File: src/rtl/valu_seq.sv
// valu_seq -- command sequencer for an external vector ALU.
//
// Takes a command (length, bias) and then streams `length` operand pairs
// into the vector ALU through registered operand outputs. Each
// combinational ALU result is added into a 32-bit accumulator one cycle
// after its pair is accepted. When all pairs are in, the final
// accumulator and a sticky signed-overflow flag are presented on the
// result handshake.
//
// Ports
//   clk_i, rst_i                       clock, async active-high reset
//   cmd_valid_i/cmd_ready_o            command handshake
//   cmd_len_i, cmd_bias_i              pair count, initial accumulator
//   op_valid_i/op_ready_o              operand stream handshake
//   op_a_i, op_b_i                     packed 4x8-bit operand words
//   valu_operand_a_o/_b_o              registered operands to the ALU
//   valu_result_i, valu_ready_i        ALU result (combinational), ALU ready
//   res_valid_o/res_ready_i            result handshake
//   res_data_o, res_ovf_o              final accumulator, overflow flag
//   busy_o                             high whenever not IDLE
//
// state | meaning
// IDLE  | waiting for a command
// RUN   | accepting operand pairs
// DRAIN | last pair accepted, final accumulate pending
// DONE  | result presented until res_ready_i

module valu_seq #(
  parameter int LEN_W = 8
) (
  input  logic             clk_i,
  input  logic             rst_i,
  input  logic             cmd_valid_i,
  output logic             cmd_ready_o,
  input  logic [LEN_W-1:0] cmd_len_i,
  input  logic [31:0]      cmd_bias_i,
  input  logic             op_valid_i,
  output logic             op_ready_o,
  input  logic [31:0]      op_a_i,
  input  logic [31:0]      op_b_i,
  output logic [31:0]      valu_operand_a_o,
  output logic [31:0]      valu_operand_b_o,
  input  logic [31:0]      valu_result_i,
  input  logic             valu_ready_i,
  output logic             res_valid_o,
  input  logic             res_ready_i,
  output logic [31:0]      res_data_o,
  output logic             res_ovf_o,
  output logic             busy_o
);

  typedef enum logic [1:0] {
    IDLE  = 2'd0,
    RUN   = 2'd1,
    DRAIN = 2'd2,
    DONE  = 2'd3
  } state_t;

  state_t           state;
  logic [31:0]      acc;
  logic [LEN_W-1:0] remaining;
  logic             pipe_valid;
  logic             ovf;

  logic             cmd_hs;
  logic             op_hs;
  logic [31:0]      sum;
  logic             sum_ovf;

  // State sits at IDLE during reset, so ready is masked by rst_i to keep
  // the block from advertising itself while reset is held.
  assign cmd_ready_o = (state == IDLE) && !rst_i;
  assign op_ready_o  = (state == RUN) && (remaining != '0) && valu_ready_i;
  assign cmd_hs      = cmd_ready_o && cmd_valid_i;
  assign op_hs       = op_ready_o && op_valid_i;

  assign sum     = acc + valu_result_i;
  assign sum_ovf = (acc[31] == valu_result_i[31]) && (sum[31] != acc[31]);

  assign busy_o      = (state != IDLE);
  assign res_valid_o = (state == DONE);
  assign res_data_o  = (state == DONE) ? acc : 32'd0;
  assign res_ovf_o   = (state == DONE) && ovf;

  always_ff @(posedge clk_i or posedge rst_i) begin
    if (rst_i) begin
      state            <= IDLE;
      acc              <= 32'd0;
      remaining        <= '0;
      pipe_valid       <= 1'b0;
      ovf              <= 1'b0;
      valu_operand_a_o <= 32'd0;
      valu_operand_b_o <= 32'd0;
    end else begin
      // Accumulate the pair accepted on the previous edge; this runs in
      // RUN or DRAIN regardless of whether a new pair is being taken.
      if (pipe_valid) begin
        acc <= sum;
        if (sum_ovf) ovf <= 1'b1;
      end

      pipe_valid <= op_hs;
      if (op_hs) begin
        valu_operand_a_o <= op_a_i;
        valu_operand_b_o <= op_b_i;
        remaining        <= remaining - 1'b1;
      end

      case (state)
        IDLE: begin
          // pipe_valid is always low in IDLE, so these loads never
          // collide with an accumulate.
          if (cmd_hs) begin
            acc       <= cmd_bias_i;
            remaining <= cmd_len_i;
            ovf       <= 1'b0;
            state     <= (cmd_len_i == '0) ? DONE : RUN;
          end
        end
        RUN: begin
          if (op_hs && (remaining == LEN_W'(1))) state <= DRAIN;
        end
        DRAIN: begin
          state <= DONE;
        end
        DONE: begin
          if (res_ready_i) state <= IDLE;
        end
        default: state <= IDLE;
      endcase
    end
  end

endmodule
File: config.mk
export PLATFORM = sky130hd
export DESIGN_NAME = valu_seq
export DESIGN_NICKNAME = d
export VERILOG_FILES = /design/src/rtl/valu_seq.sv
export SDC_FILE = /design/constraint.sdc
export NUM_CORES = 1
export LEC_CHECK = 0
export ABC_AREA = 1
export BUFFER_PORTS_ARGS = -buffer_cell sky130_fd_sc_hd__buf_2
export CAP_MARGIN = 10
export CORE_MARGIN = 5
export CORE_UTILIZATION = 46
export CTS_BUF_LIST = sky130_fd_sc_hd__clkbuf_8
export DETAILED_ROUTE_END_ITERATION = 8
export PLACE_DENSITY = 0.77
export SLEW_MARGIN = 30
export SYNTH_ARGS = -nofsm -noshare
export SYNTH_HDL_FRONTEND = slang
export SYNTH_SLANG_ARGS = --single-unit
File: constraint.sdc
create_clock -name clk_i -period 7.55 [get_ports clk_i]
set_clock_uncertainty 0.15 [all_clocks]
set_input_delay 1.51 -clock clk_i [delete_from_list [all_inputs] [get_ports clk_i]]
set_output_delay 1.51 -clock clk_i [all_outputs]
set_load 0.1 [all_outputs]
==> flow_summary.yaml, run 1 <==
sta:
  slew_headroom_pct: 45.9
  setup_viol: 0
  rsz0062_at_grt: "no"
  tightest_slew_ns: 0.812
  setup_tns_ns: 0
  hold_viol: 0
  min_period_over_period_pct: 51.6
  finalMaxSlewViolations: 0
  fmax_ghz: 0.257
  min_period_ns: 3.89
  setup_ws_ns: 3.66
global_routing:
  antenna_found_initial: 0
  grt_max_degree: 71
  grt_pass1_wl_um: 34200
  grt_usage_pct: 23.1
  grt_overflow_total: 0
  grt_pass1_vias: 7353
layout:
  syn_to_final_growth_pct: 21.3
  diodes: 0
  drive_above_1_share_pct: 20.8
  nets: 1525
setup_path:
  critical_path_class: "primary input to output pin"
  critPathLaunchType: "primary input"
  critPathCaptureType: "output pin"
  reg2reg_depth: 11
  arrival_ns: 2.23
  ff2ff_setup_slack_ns: 4.44
  worstPathMaxFanout: 2
  crit_required_ns: 5.89
  worstReg2RegEnd: "remaining[3]"
  r2r_start: "state[1]"
place:
  pre_cts_slack_ns: 3.51
  io_buffers: 242
  globalplace.congestion: 0.938
  hpwl_um: 16000
floorplan:
  core_um2: 15700
  die_x_um: 136
  die_area_um2: 18400
  rows: 46
  die_h_um: 136
  initial_core_util_pct: 46.2
  io_pins: 243
synth:
  syn_inst: 1120
  synthFlopType: "dfrtp_1"
  ys_types: 32
  synthesis.area_um2: 7270
  synth_fp_nets: 1301
  ys_async_sr_fraction_pct: 100
  ys_seq_area_share_pct: 37.2
  synth_area_per_cell_um2: 6.49
  synth-edff-count: 0
  yosys_warnings: 0
  ys_seq_elements: 108
hold_path:
  holdPathEnd: "valu_operand_a_o[29]"
  worstHoldStart: "valu_operand_a_o[29]"
  hold_class: "flop to flop"
  holdPathStages: 2
route:
  via_per_inst: 4.78
  ant_nets: 0
  first_iter_violations: 336
  drc_errors: 0
  wirelength_um: 21000
  post_drt_wl_per_cell_um: 13.4
  dr.pass1.iters: 5
  via_count: 7485
clocking:
  cts_buffers: 9
  ctsHoldBuffers: 0
  clockBufferDepth: 2
  cts_setup_buffers: 0
  clock_sinks: 108
  cts_max_level: 3
  cts_tree: "yes"
  clk_pin_slew_ns: 0.11
  clk_latency_ns: 0.39
  cts_resized: 0
  root_buffer: "clkbuf_8"
job:
  drv_cap: 0
run_status:
  status: "finished clean"
placed cells by master (no fill, tap or decap):
cell,synthesis,final
nand3_1,55,55
nor4_1,2,2
fa_1,1,1
inv_2,2,1
dfrtp_1,108,108
inv_4,0,2
nor3_1,4,4
nand3_4,1,1
inv_1,165,165
a21oi_1,27,27
nor2_4,2,2
xnor2_1,4,4
nor2_1,66,66
nand2_1,530,529
clkinv_8,0,2
or2_1,1,1
nand3b_1,2,2
ha_1,38,38
a21oi_2,1,1
nand4_1,5,5
o21bai_1,5,5
o21ai_0,22,22
inv_6,0,3
clkbuf_8,0,9
and2_1,1,1
buf_2,11,242
nand2_2,4,5
xor2_1,11,11
a31oi_1,11,11
nor2_2,1,1
buf_4,4,4
or2_2,7,7
o21ai_1,8,8
clkinv_4,0,1
a21o_1,3,3
registers in the layout (all words and copies together) (netlist names):
| signal | cells |
|---|---|
| state | 2 |
| valu_operand_b_o | 32 |
| acc | 32 |
| remaining | 8 |
| valu_operand_a_o | 32 |
| pipe_valid | 1 |
| ovf | 1 |
logic make-up after synthesis:
| logic type | Yosys count | synth area share, % |
|---|---|---|
| simple gates | 681 | 37.4 |
| buf+inv | 200 | 10.9 |
| flops | 108 | 37.2 |
| compound gates | 77 | 5.82 |
| fa+ha+maj | 39 | 6.82 |
| xor+xnor | 15 | 1.81 |
Yosys cell counts, drive strengths merged (4+ instances only):
master,number,share of area (%)
xor2,11,1.3
a21oi,28,2.0
nand3,56,4.0
xnor2,4,0.48
ha,38,6.5
a31oi,11,0.95
nor3,4,0.28
o21bai,5,0.52
nand4,5,0.43
nor2,69,3.8
buf,17,1.5
clkbuf,16,0.83
o21ai,30,2.1
dfrtp,108,37
or2,8,0.69
nand2,534,28
inv,167,8.6
worst max path at each step:
stage / start / to / slack [ns] / cells after the start
finish: rst_i / cmd_ready_o / 3.66 / 3
global route: valu_ready_i / op_ready_o / 3.62 / 4
CTS: rst_i / cmd_ready_o / 3.65 / 3
detailed placement: valu_ready_i / remaining[5] / 3.51 / 10
global placement: valu_ready_i / remaining[3] / 3.17 / 10
floorplan: valu_ready_i / op_ready_o / 2.87 / 2
through the flow:
step | hold slack [ns] | cells | cell area, um2 | utilization [%]
after floorplan | 0.345 | 1120 | 7270 | -
after detailed placement | 0.312 | 1549 | 8620 | 54.8
after global routing | 0.357 | 1565 | 8810 | 56.1
after CTS | 0.341 | 1565 | 8810 | 56.1
after global placement | 0.307 | 1549 | 8610 | 54.8
final | 0.336 | 1565 | 8810 | 56.1
critical path, cell delays in order:
cell	delay (ns)
buf_2	0.12
nor2_1	0.15
buf_2	0.45
area by class of cell:
cell class	instances	area (um2)
tap	216	270
clock buffer	9	124
sequential	108	2700
timing repair buffer	246	1240
fill	1587	6900
clock inverter	7	71.3
multi-input combinational	812	3770
inverter	167	632
layer usage:
metal | track usage (%) | share of wire [%] | up-vias
li1 | - | - | 3836
met1 | 28.1 | 42 | 3390
met2 | 40.8 | 49 | 234
met3 | 5.68 | 7.3 | 25
met4 | 6.05 | 1.7 | 0
met5 | 0 | 0 | -
Power of run 1 is not shown: default switching activity piles up to over one toggle a cycle in this logic, so the estimate is an artifact.
==> inputs of run 2 (changes only) <==
--- a/config.mk
+++ b/config.mk
@@ -5,14 +5,14 @@
 export SDC_FILE = /design/constraint.sdc
 export NUM_CORES = 1
 export LEC_CHECK = 0
-export ABC_AREA = 1
+export ABC_AREA = 0
 export BUFFER_PORTS_ARGS = -buffer_cell sky130_fd_sc_hd__buf_2
 export CAP_MARGIN = 10
 export CORE_MARGIN = 5
 export CORE_UTILIZATION = 46
 export CTS_BUF_LIST = sky130_fd_sc_hd__clkbuf_8
 export DETAILED_ROUTE_END_ITERATION = 8
-export PLACE_DENSITY = 0.77
+export PLACE_DENSITY = 0.78
 export SLEW_MARGIN = 30
 export SYNTH_ARGS = -nofsm -noshare
 export SYNTH_HDL_FRONTEND = slang
==> constraint.sdc (replaced) <==
create_clock -name clk_i -period 3.99 [get_ports clk_i]
set_clock_uncertainty 0.15 [all_clocks]
set_input_delay 0.798 -clock clk_i [delete_from_list [all_inputs] [get_ports clk_i]]
set_output_delay 0.798 -clock clk_i [all_outputs]
set_load 0.1 [all_outputs]
==> flow_summary.yaml, run 2 <==
clocking:
  cts_tree: "yes"
  cts_resized: 0
  cts_setup_buffers: 0
  ctsHoldBuffers: 0
  clk_latency_ns: 0.38
  clockBufferDepth: 2
  cts_buffers: 9
  cts_max_level: 3
  clock_sinks: 108
  root_buffer: "clkbuf_8"
  clk_pin_slew_ns: 0.12
synth:
  synth_adder_area_share_pct: 7.44
  synth-edff-count: 0
  synthTopCellsByArea: "dfrtp_1 41%, mux2_1 11%, ha_1 7.1%"
  yosys.area_share.simple_pct: 15.9
  yosysTopAreaCellShare_pct: 40.6
  yosys_warnings: 0
  syn_inst: 692
  ys_types: 59
  synthesis.area_um2: 6660
  ys_async_sr_fraction_pct: 100
  synth_fp_nets: 873
  synth-compound-area-share_pct: 16.5
  synth_largest_area_cell: "dfrtp_1"
  synth_area_per_cell_um2: 9.62
  ys_seq_area_share_pct: 40.6
  synth_mux_area_share_pct: 13.0
  synth_top_family_by_area: "compound AO/OA/AOI/OAI gates"
  synth_xor_area_share_pct: 3.02
  synthMostInstantiatedCell: "dfrtp_1"
  synthFlopType: "dfrtp_1"
  yosys-top-cells-count: "108 x dfrtp_1, 68 x mux2_1, 64 x nand2_1, 48 x a21oi_1, 38 x ha_1"
  ys_seq_elements: 108
place:
  pre_cts_slack_ns: 0.438
  io_buffers: 242
  globalplace.congestion: 0.906
  hpwl_um: 14300
sta:
  hold_viol: 0
  slew_headroom_pct: 42.8
  finalMaxSlewViolations: 0
  setup_tns_ns: 0
  min_period_over_period_pct: 79.9
  setup_viol: 0
  rsz0062_at_grt: "no"
  fmax_ghz: 0.314
  setup_ws_ns: 0.804
  min_period_ns: 3.19
  tightest_slew_ns: 0.858
layout:
  diodes: 0
  final_common_cell: "buf_2"
  syn_to_final_growth_pct: 23.2
  layout_common_cells: "242 x buf_2, 108 x dfrtp_1, 68 x mux2_1, 64 x nand2_1, 48 x a21oi_1"
  nets: 1092
  top_regs: "acc: 32 flops, valu_operand_a_o: 32 flops, valu_operand_b_o: 32 flops"
  finalCoreUtilization_pct: 57.1
  fill_cells: 1305
  drive_above_1_share_pct: 29.9
route:
  via_per_inst: 5.41
  via_count: 5955
  dr.pass1.iters: 7
  drc_errors: 0
  first_iter_violations: 432
  ant_nets: 0
  wirelength_um: 18700
  post_drt_wl_per_cell_um: 17.0
setup_path:
  arrival_ns: 3.36
  critPathLaunchType: "primary input"
  crit_path_top_delay_cell: "or4_4"
  crit_required_ns: 4.17
  slowest_delay_ns: 0.50
  critPathCaptureType: "flop"
  cp_num_buf_inv: 1
  critical_path_class: "primary input to flop"
  critical-path-top-delay-family: "simple AND/OR/NAND/NOR gates"
  critical_path.cell_chain: "buf_2, ha_1, a21oi_1, or4b_1, and3b_1, a221o_1, or4_4, a21o_1, nand3_2"
  worstPathMaxFanout: 9
global_routing:
  grt_usage_pct: 21.9
  grt_pass1_wl_um: 29700
  grt_pass1_vias: 6094
  grt_max_degree: 66
  antenna_found_initial: 2
  grt_overflow_total: 0
floorplan:
  initial_core_util_pct: 46.4
  die_h_um: 130
  die_area_um2: 17000
  rows: 44
  die_x_um: 130
  core_um2: 14400
  io_pins: 243
job:
  drv_cap: 0
run_status:
  status: "finished clean"
hold_path:
  hold_class: "flop to flop"
## run 2: cell types whose count changed after synthesis, sizes merged, moves of 36 or more
cell | previous run | this run
inv | 167 | 19
nand3 | 56 | 17
nor2 | 69 | 33
nand2 | 534 | 64
and2 | 1 | 37
mux2 | 0 | 68
## run 2: worst register-to-register path, stage by stage (launching register included)
cell and delay, ns:
dfrtp_1 0.42, ha_1 0.38, a21oi_2 0.23, o21ai_1 0.10, or4b_1 0.48, and3b_1 0.18, a221o_1 0.33, or4_4 0.51
a21o_1 0.18, nand3_2 0.06
## run 2: layout make-up
cell class	instances	area, um2	share of cell area, %
multi-input cells	524	3730	45.5
flip-flops and latches	108	2700	32.9
repair buffers	249	1260	15.4
well taps	184	230	2.81
clock buffers	9	124	1.51
clock inverters	7	76.3	0.930
inverters	19	75.1	0.915
## run 2: path summary, 6_finish.rpt
check,start,end,slack (ns),depth (start not counted)
min reg2reg,valu_operand_b_o[5],valu_operand_b_o[5],0.34,1
max,valu_result_i[18],acc[29],0.80,9
max reg2reg,acc[14],acc[29],0.91,9
max in group asynchronous,rst_i,valu_operand_b_o[30],2.02,4
min,valu_operand_b_o[5],valu_operand_b_o[5],0.34,1
min in group asynchronous,rst_i,state[1],0.55,3
## run 2: metrics by stage
step | cell area (um2) | hold slack [ns] | instances
finish | 8200 | 0.341 | 1100
global route | 8200 | 0.357 | 1100
CTS | 8200 | 0.346 | 1100
detailed placement | 8000 | 0.314 | 1084
global placement | 8000 | 0.310 | 1084
floorplan | 6670 | 0.291 | 692
## run 2: per-layer routing
metal	up-vias	track usage, %	routed length [um]
met5	-	0	34
met4	4	7.15	346
met3	25	6.63	1550
met2	221	37.7	9300
met1	2789	26.3	7430
li1	2916	-	-
## run 2: cell families after synthesis
group,after synthesis
buffers and inverters,60
DFF,108
muxes,78
xor gates and xnor gates,23
and+or+nand+nor,210
AOI/OAI and AO/OA,174
adders and majority gates,39
Power of run 2 is left out for the same reason.
